**config.mk**
```make
export PLATFORM = sky130hd
export DESIGN_NAME = riv_async_fifo_wr_ctrl_flat
export DESIGN_NICKNAME = d
export VERILOG_FILES = /design/src/rtl/riv_async_fifo_wr_ctrl_if.sv /design/src/rtl/riv_async_fifo_wr_ctrl.sv /design/src/flat_wrapper.sv
export SDC_FILE = /design/constraint.sdc
export NUM_CORES = 1
export LEC_CHECK = 0
export ABC_AREA = 1
export BUFFER_PORTS_ARGS = -buffer_cell sky130_fd_sc_hd__buf_2
export CAP_MARGIN = 20
export CORE_ASPECT_RATIO = 0.75
export CORE_UTILIZATION = 51
export DETAILED_ROUTE_END_ITERATION = 6
export GPL_ROUTABILITY_DRIVEN = 1
export HOLD_SLACK_MARGIN = 0.02
export PLACE_DENSITY = 0.81
export SLEW_MARGIN = 10
export SYNTH_ARGS = -nofsm -noshare
export SYNTH_HDL_FRONTEND = slang
export SYNTH_SLANG_ARGS = --single-unit
```
**constraint.sdc**
```tcl
create_clock -name wclk -period 3.1 [get_ports wclk]
set_clock_uncertainty 0.1 [all_clocks]
set_input_delay 0.62 -clock wclk [delete_from_list [all_inputs] [get_ports wclk]]
set_output_delay 0.62 -clock wclk [all_outputs]
set_load 0.02 [all_outputs]
```
**src/rtl/riv_async_fifo_wr_ctrl_if.sv**
```systemverilog
// Write-side bundle of the async FIFO: user write port, RAM write port,
// pointer-transfer handshake to the CDC block and the returned read pointer.
interface riv_async_fifo_wr_ctrl_if #(
  parameter int ADDR_WIDTH = 10
);
  logic                  wr_en;
  logic                  wr_full;
  logic                  wr_almost_full;
  logic [ADDR_WIDTH-1:0] wr_count;
  logic                  wr_overflow;
  logic                  mem_we;
  logic [ADDR_WIDTH-2:0] mem_waddr;
  logic                  wr_fsm_load;
  logic                  wr_fsm_req_ack;
  logic                  wr_fsm_recv_ack;
  logic [ADDR_WIDTH-1:0] waddr;
  logic [ADDR_WIDTH-1:0] raddr_wr;

  // Controller side
  modport master (
    input  wr_en,
    input  wr_fsm_recv_ack,
    input  raddr_wr,
    output wr_full,
    output wr_almost_full,
    output wr_count,
    output wr_overflow,
    output mem_we,
    output mem_waddr,
    output wr_fsm_load,
    output wr_fsm_req_ack,
    output waddr
  );

  // User / RAM / CDC side
  modport slave (
    output wr_en,
    output wr_fsm_recv_ack,
    output raddr_wr,
    input  wr_full,
    input  wr_almost_full,
    input  wr_count,
    input  wr_overflow,
    input  mem_we,
    input  mem_waddr,
    input  wr_fsm_load,
    input  wr_fsm_req_ack,
    input  waddr
  );
endinterface

```
**src/rtl/riv_async_fifo_wr_ctrl.sv**
```systemverilog
// Write-side controller of the async FIFO (wclk domain): write pointer, RAM strobe,
// fill flags, overflow report and the four-phase pointer-transfer handshake.
module riv_async_fifo_wr_ctrl #(
  parameter int ADDR_WIDTH   = 10,
  parameter int AFULL_THRESH = 2**(ADDR_WIDTH-1) - 2
) (
  input  logic                      wclk,
  input  logic                      wrst_n,
  riv_async_fifo_wr_ctrl_if.master  io_wr
);

  localparam int                    DEPTH   = 2**(ADDR_WIDTH-1);
  localparam logic [ADDR_WIDTH-1:0] DEPTH_C = ADDR_WIDTH'(DEPTH);
  localparam logic [ADDR_WIDTH-1:0] AFULL_C = ADDR_WIDTH'(AFULL_THRESH);
  localparam logic [ADDR_WIDTH-1:0] ONE_C   = ADDR_WIDTH'(1);

  typedef enum logic [1:0] {
    ST_IDLE    = 2'd0,
    ST_LOAD    = 2'd1,
    ST_REQ     = 2'd2,
    ST_RELEASE = 2'd3
  } state_e;

  state_e                r_state;
  state_e                w_state_nxt;
  logic [ADDR_WIDTH-1:0] r_waddr;
  logic                  r_overflow;
  logic [ADDR_WIDTH-1:0] w_count;
  logic                  w_full;
  logic                  w_afull;
  logic                  w_acc;
  logic                  w_load;
  logic                  w_req;

  // The read pointer is stale, so this count can only overstate the fill level.
  assign w_count = r_waddr - io_wr.raddr_wr;
  assign w_full  = wrst_n & (w_count == DEPTH_C);
  assign w_afull = wrst_n & (w_count >= AFULL_C);
  assign w_acc   = wrst_n & io_wr.wr_en & ~w_full;

  // Write pointer: advances on every accepted write, MSB toggles on wrap
  always_ff @(posedge wclk) begin
    if (!wrst_n) begin
      r_waddr <= '0;
    end else if (w_acc) begin
      r_waddr <= r_waddr + ONE_C;
    end else begin
      r_waddr <= r_waddr;
    end
  end

  // Overflow pulse for the cycle after a write was attempted while full
  always_ff @(posedge wclk) begin
    if (!wrst_n) begin
      r_overflow <= 1'b0;
    end else begin
      r_overflow <= io_wr.wr_en & w_full;
    end
  end

  // Handshake state register
  always_ff @(posedge wclk) begin
    if (!wrst_n) begin
      r_state <= ST_IDLE;
    end else begin
      r_state <= w_state_nxt;
    end
  end

  // Next state and decoded handshake outputs; load is only issued with req and ack both low
  always_comb begin
    w_state_nxt = r_state;
    w_load      = 1'b0;
    w_req       = 1'b0;
    case (r_state)
      ST_IDLE: begin
        if (!io_wr.wr_fsm_recv_ack) begin
          w_state_nxt = ST_LOAD;
        end else begin
          w_state_nxt = ST_IDLE;
        end
      end
      ST_LOAD: begin
        w_load      = 1'b1;
        w_state_nxt = ST_REQ;
      end
      ST_REQ: begin
        w_req = 1'b1;
        if (io_wr.wr_fsm_recv_ack) begin
          w_state_nxt = ST_RELEASE;
        end else begin
          w_state_nxt = ST_REQ;
        end
      end
      ST_RELEASE: begin
        if (!io_wr.wr_fsm_recv_ack) begin
          w_state_nxt = ST_LOAD;
        end else begin
          w_state_nxt = ST_RELEASE;
        end
      end
      default: begin
        w_state_nxt = ST_IDLE;
      end
    endcase
  end

  assign io_wr.mem_we          = w_acc;
  assign io_wr.mem_waddr       = wrst_n ? r_waddr[ADDR_WIDTH-2:0] : '0;
  assign io_wr.waddr           = wrst_n ? r_waddr : '0;
  assign io_wr.wr_count        = wrst_n ? w_count : '0;
  assign io_wr.wr_full         = w_full;
  assign io_wr.wr_almost_full  = w_afull;
  assign io_wr.wr_overflow     = r_overflow & wrst_n;
  assign io_wr.wr_fsm_load     = w_load;
  assign io_wr.wr_fsm_req_ack  = w_req;

endmodule

```
**src/flat_wrapper.sv**
```systemverilog
// flat-port wrapper written by rule: the top's interface ports become plain ports
module riv_async_fifo_wr_ctrl_flat 
#(
  parameter int ADDR_WIDTH   = 10,
  parameter int AFULL_THRESH = 2**(ADDR_WIDTH-1) - 2
)
  (wclk, wrst_n, io_wr_wr_en, io_wr_wr_fsm_recv_ack, io_wr_raddr_wr, io_wr_wr_full, io_wr_wr_almost_full, io_wr_wr_count, io_wr_wr_overflow, io_wr_mem_we, io_wr_mem_waddr, io_wr_wr_fsm_load, io_wr_wr_fsm_req_ack, io_wr_waddr);
  riv_async_fifo_wr_ctrl_if #(.ADDR_WIDTH(ADDR_WIDTH)) io_wr_i ();
  input  logic wclk;
  input  logic wrst_n;
  input wire logic [$bits(io_wr_i.wr_en)-1:0] io_wr_wr_en;
  input wire logic [$bits(io_wr_i.wr_fsm_recv_ack)-1:0] io_wr_wr_fsm_recv_ack;
  input wire logic [$bits(io_wr_i.raddr_wr)-1:0] io_wr_raddr_wr;
  output wire logic [$bits(io_wr_i.wr_full)-1:0] io_wr_wr_full;
  output wire logic [$bits(io_wr_i.wr_almost_full)-1:0] io_wr_wr_almost_full;
  output wire logic [$bits(io_wr_i.wr_count)-1:0] io_wr_wr_count;
  output wire logic [$bits(io_wr_i.wr_overflow)-1:0] io_wr_wr_overflow;
  output wire logic [$bits(io_wr_i.mem_we)-1:0] io_wr_mem_we;
  output wire logic [$bits(io_wr_i.mem_waddr)-1:0] io_wr_mem_waddr;
  output wire logic [$bits(io_wr_i.wr_fsm_load)-1:0] io_wr_wr_fsm_load;
  output wire logic [$bits(io_wr_i.wr_fsm_req_ack)-1:0] io_wr_wr_fsm_req_ack;
  output wire logic [$bits(io_wr_i.waddr)-1:0] io_wr_waddr;
  assign io_wr_i.wr_en = io_wr_wr_en;
  assign io_wr_i.wr_fsm_recv_ack = io_wr_wr_fsm_recv_ack;
  assign io_wr_i.raddr_wr = io_wr_raddr_wr;
  assign io_wr_wr_full = io_wr_i.wr_full;
  assign io_wr_wr_almost_full = io_wr_i.wr_almost_full;
  assign io_wr_wr_count = io_wr_i.wr_count;
  assign io_wr_wr_overflow = io_wr_i.wr_overflow;
  assign io_wr_mem_we = io_wr_i.mem_we;
  assign io_wr_mem_waddr = io_wr_i.mem_waddr;
  assign io_wr_wr_fsm_load = io_wr_i.wr_fsm_load;
  assign io_wr_wr_fsm_req_ack = io_wr_i.wr_fsm_req_ack;
  assign io_wr_waddr = io_wr_i.waddr;
  riv_async_fifo_wr_ctrl #(.ADDR_WIDTH(ADDR_WIDTH), .AFULL_THRESH(AFULL_THRESH)) u_core (.wclk(wclk), .wrst_n(wrst_n), .io_wr(io_wr_i));
endmodule
```
; Word level (Yosys, flattened, before mapping)
; Cells that the tools add are included.
; W data, S select, Z words.
[word_totals]
ff_bits = 13
latchBits = 0
mem_bits_rw = 0
rom_bits = 0
in_bits = 14
output_inout_bits = 35
elab_cells = 27
mem_count = 0
[classes]
add_sub_neg = 2
multipliers = 0
div_mod_pow = 0
n_lt_le_gt_ge = 1
eq_ne = 4
shift = 0
mux = 9
bitwise = 7
n_reduce_logical = 1
[ops]
columns = op, n
row1 = $mux W10, 2
row2 = $add A10 B1 Y10 const B, 1
row3 = $eq A10 B10 Y1 const B, 1
row4 = $ge A10 B9 Y1 const B, 1
row5 = $sub A10 B10 Y10, 1
row6 = $mux W9, 1
row7 = $pmux W2 S4, 1
row8 = $and A1 B1 Y1, 6
row9 = $eq A2 B2 Y1 const B, 2
row10 = $mux W1, 4
row11 = $eq A2 B1 Y1 const B, 1
row12 = $logic_not A2 Y1, 1
row13 = $mux W2, 1
row14 = $not A1 Y1, 1

; Depth between registers and ports, before layout
[logic_depth]
depth_word = 5
ltp_mapped = 17
ltp_nobuf = 17

; Least setup slack after synthesis
; OpenSTA, ideal clock, no wires.
[synth_path]
kind = input to output
startpoint = input io_wr_raddr_wr[0]
endpoint = output io_wr_wr_full
arrival_ns = 2.271
required_time_ns = 2.380
setup_slack_ns = 0.109
cell_stages = 13
n_path_buf = 1
path_cell_list = ha_1 -> inv_1 -> fa_1 -> inv_1 -> nand2_1 -> a21oi_1 -> nand3_1 -> nor2_1 -> nand3_2 -> nor2_4 -> nand3_4 -> buf_6 -> inv_1
[synth_via]
elab_chain_cells = 3
[synth_rtl]
columns = item, line_no
row1 = from (decl), flat_wrapper.sv:13  ; input wire logic [$bits(io_wr_i.raddr_wr)-1:0] io_wr_raddr_wr;
row2 = $sub A10 B10 Y10, riv_async_fifo_wr_ctrl.sv:36  ; assign w_count = r_waddr - io_wr.raddr_wr;
row3 = $eq A10 B10 Y1, riv_async_fifo_wr_ctrl.sv:37  ; assign w_full = wrst_n & (w_count == DEPTH_C);
row4 = $and A1 B1 Y1, riv_async_fifo_wr_ctrl.sv:37
row5 = to (decl), flat_wrapper.sv:14  ; output wire logic [$bits(io_wr_i.wr_full)-1:0] io_wr_wr_full;
; No other way between the ends.

; Worst setup path after layout
[layout_path]
startpoint = input io_wr_raddr_wr[0]
endpoint = output io_wr_mem_we
[layout_via]
elab_chain_cells = 5
[layout_rtl]
columns = item, line_no
row1 = $sub A10 B10 Y10, riv_async_fifo_wr_ctrl.sv:36
row2 = $eq A10 B10 Y1, riv_async_fifo_wr_ctrl.sv:37
row3 = $and A1 B1 Y1, riv_async_fifo_wr_ctrl.sv:37
row4 = $not A1 Y1, riv_async_fifo_wr_ctrl.sv:39  ; assign w_acc = wrst_n & io_wr.wr_en & ~w_full;
row5 = $and A1 B1 Y1, riv_async_fifo_wr_ctrl.sv:39
row6 = to (decl), flat_wrapper.sv:18  ; output wire logic [$bits(io_wr_i.mem_we)-1:0] io_wr_mem_we;
; No other way between the ends.

==> qor.csv <==
metric,value,unit
status,"finished, final reports clean",
Tightest Pin Transition,0.499,ns
Total Power,514,uW
GRT overflow,0,
power per cell area,278,nW/um^2
"Slowest-stage cell, CP",fa_2,
Hold Path Stages,1,
final std cells w/o fill,326,
unrepaired setup endpoints after global routing,yes,
WL/cell,10.6,um
Setup CP Type,input pin to output pin,
"CTS clk-pin slew, worst paths",0.06,ns
endpoints failing hold,0,
Starting Density,54.7,%
reg2reg path depth,18,
Yosys cell types,33,
Max Fclk,0.330,GHz
drt first pass iters,5,
die area,3080,um^2
Static Leak,1.12,nW
io pins,49,
CTS Sinks,13,
die height,48.3,um
Min Hold Slack,0.364,ns
1st-iter DRT viols,87,
Ys Warns,0,
sequential element share of the synthesized area,17.9,%
dpl hpwl,2.66,mm
DRT Wirelength,3.45,mm
worst-path fanout max,3,
Final #Nets,316,
hold_sp,u_core.r_state[0],
Cells after Synth,242,
#FFs+latches synth,13,
worst path cell trace,buf_6 -> ha_4 -> inv_2 -> fa_2 -> inv_2 -> nand2_2 -> a21oi_2 -> nand3_1 -> nor2_1 -> nand3_2 -> nor2_4 -> nand3_4 -> nand2_4 -> inv_4 -> buf_6,
Max Slew Vio Count,0,
via-per-instance ratio,4.90,
largest net degree at the start of global routing,17,
critical path required time,2.38,ns
Antenna diodes,0,
worst skew pair latency,0.24,ns
CP Launch Type,input pin,
hold crit path type,flip-flop to flip-flop,
CTS tree,done,
post-route ant nets,0,
core area,2660,um^2
initial antenna violation count,0,
DP Cell Count,317,
Longest Clk Path Bufs,2,
power share of the sequential group,35.2,%
Mapped Avg Cell Area,6.02,um^2
Finish-stage setup viols,0,
mapped cell area,1460,um^2
Hold Crit Endpoint,u_core.r_state[1],
switch share,35.4,%
worst flop-to-flop path endpoint,u_core.r_waddr[4],
cts bufs inserted,3,
DRC viols,0,
r2r setup slk,0.57,ns
fin crit share,97.7,%
Placer Congestion,0.907,
max-cap violation count,0,
Die W,63.7,um
Internal Dissipation,332,uW
Root Driver,clkbuf_8,
area grow syn2layout,27.1,%
Crit. End Element,output pin,
global-route wire length before repair,5.26,mm
Clock power frac,28.9,%
Max H-tree Level,1,
gr usage total,22.3,%
worst path arrival time,2.31,ns
max_slew headroom,66.4,%
RR Startpoint,u_core.r_waddr[0],
via count,1598,
# rows,16,
number of global-route vias before repair,1178,
Final Critical Period,3.03,ns
syn_nets,267,
number of port buffers,48,
combinational power share,35.9,%
switching power,182,uW
peak supply drop,0.262,mV
share of cells above drive strength 1,32.1,%
CP max stage delay,0.44,ns
[cells by family after synthesis]
group,synth area share (%)
AOI/OAI and AO/OA,9.36
DFF,17.9
xor gates and xnor gates,3.52
buffers and inverters,19.0
adders and majority gates,9.97
and+or+nand+nor,40.3
[how the worst max path moves through the flow]
stage                       from       endpoint  slack [ns]  cells after the start
2_1_floorplan  io_wr_raddr_wr[0]  io_wr_wr_full        0.11                     13
3_3_place_gp   io_wr_raddr_wr[0]   io_wr_mem_we        0.04                     15
3_5_place_dp   io_wr_raddr_wr[0]   io_wr_mem_we       -0.03                     15
4_1_cts        io_wr_raddr_wr[0]   io_wr_mem_we       0.007                     15
5_1_grt        io_wr_raddr_wr[0]   io_wr_mem_we       -0.05                     15
6_report       io_wr_raddr_wr[0]   io_wr_mem_we        0.07                     15
[power by group through the flow]
stage / sequential, mW / combinational, mW / clock, mW
final: 0.181 / 0.185 / 0.149
after global routing: 0.182 / 0.204 / 0.165
after CTS: 0.181 / 0.168 / 0.155
after detailed placement: 0.184 / 0.160 / 0
after global placement: 0.184 / 0.158 / 0
after floorplan: 0.183 / 0.117 / 0
[critical path, delay by kind of cell]
family	cells	cell delay [ns]
AND/OR/NAND/NOR	7	0.61
AO/OA/AOI/OAI	1	0.09
adder cells (fa/ha/maj)	2	0.59
buffers and inverters	5	0.40
[synthesized netlist by cell type]
cell,number,area [um^2]
buf_2,2,10.0
buf_4,9,67.6
a31oi_1,1,6.26
nor3_1,3,15.0
nor2_1,23,86.3
nor2_4,2,22.5
xor2_2,1,16.3
buf_6,1,11.3
nand3_4,1,17.5
dfxtp_1,13,260
nand2_2,3,18.8
clkbuf_1,1,3.75
inv_2,1,3.75
xnor2_1,1,8.76
nand3_2,5,50.1
o21ai_0,5,25.0
nor2_2,1,6.26
xor2_1,3,26.3
a21oi_1,14,70.1
a21oi_2,1,8.76
o21ai_1,1,5.00
nand4_1,3,18.8
nor4_1,1,6.26
ha_1,10,125
a211oi_1,1,7.51
nand3b_1,1,7.51
fa_1,1,20.0
o21a_1,1,7.51
o22ai_1,1,6.26
nand2_1,67,251
nand3_1,15,75.1
nand2_4,1,11.3
inv_1,48,180
[flip-flops by register name (all words and copies together) (netlist names)]
name and count:
u_core.r_overflow 1, u_core.r_state 2, u_core.r_waddr 10
[area by class of cell]
class,count,area (um^2)
flip-flops and latches,13,264
clock inverters,1,5.00
inverters,49,186
clock buffers,3,41.3
well taps,36,45.0
fillers,246,811
multi-input cells,167,981
repair buffers,57,329
[timing repair]
| action | 4_1_cts | 5_1_grt |
|---|---|---|
| hold buffers | 0 | 0 |
| gates resized for setup | 10 | 16 |
| setup endpoints to repair | 3 | 3 |
| setup buffers | 1 | 4 |
| pin swaps | 6 | 6 |
[per-stage QoR]
stage | setup slack (ns) | cell area, um^2 | utilization (%) | TNS (ns)
global route | -0.0507 | 1850 | 69.5 | -0.0811
floorplan | 0.109 | 1460 | - | 0
CTS | 0.00678 | 1750 | 65.8 | 0
global placement | 0.0377 | 1680 | 63.1 | 0
finish | 0.0721 | 1850 | 69.5 | 0
detailed placement | -0.0315 | 1680 | 63.1 | -0.0627
[cell usage in the layout, fill, tap and decap left out, types with 7 or more instances in the layout]
cell	n
a21oi_1	12
nand2_1	63
nand2_2	7
nand3_1	14
inv_1	46
buf_2	44
buf_4	10
nor2_1	23
ha_1	7
dfxtp_1	12
[metal layers]
layer,global-route usage [%],share of wire (%)
met5,0,0
met3,4.91,7.1
met1,31.4,48
met4,1.36,0.41
met2,37.0,45
Power figures use the tool's default switching activity.
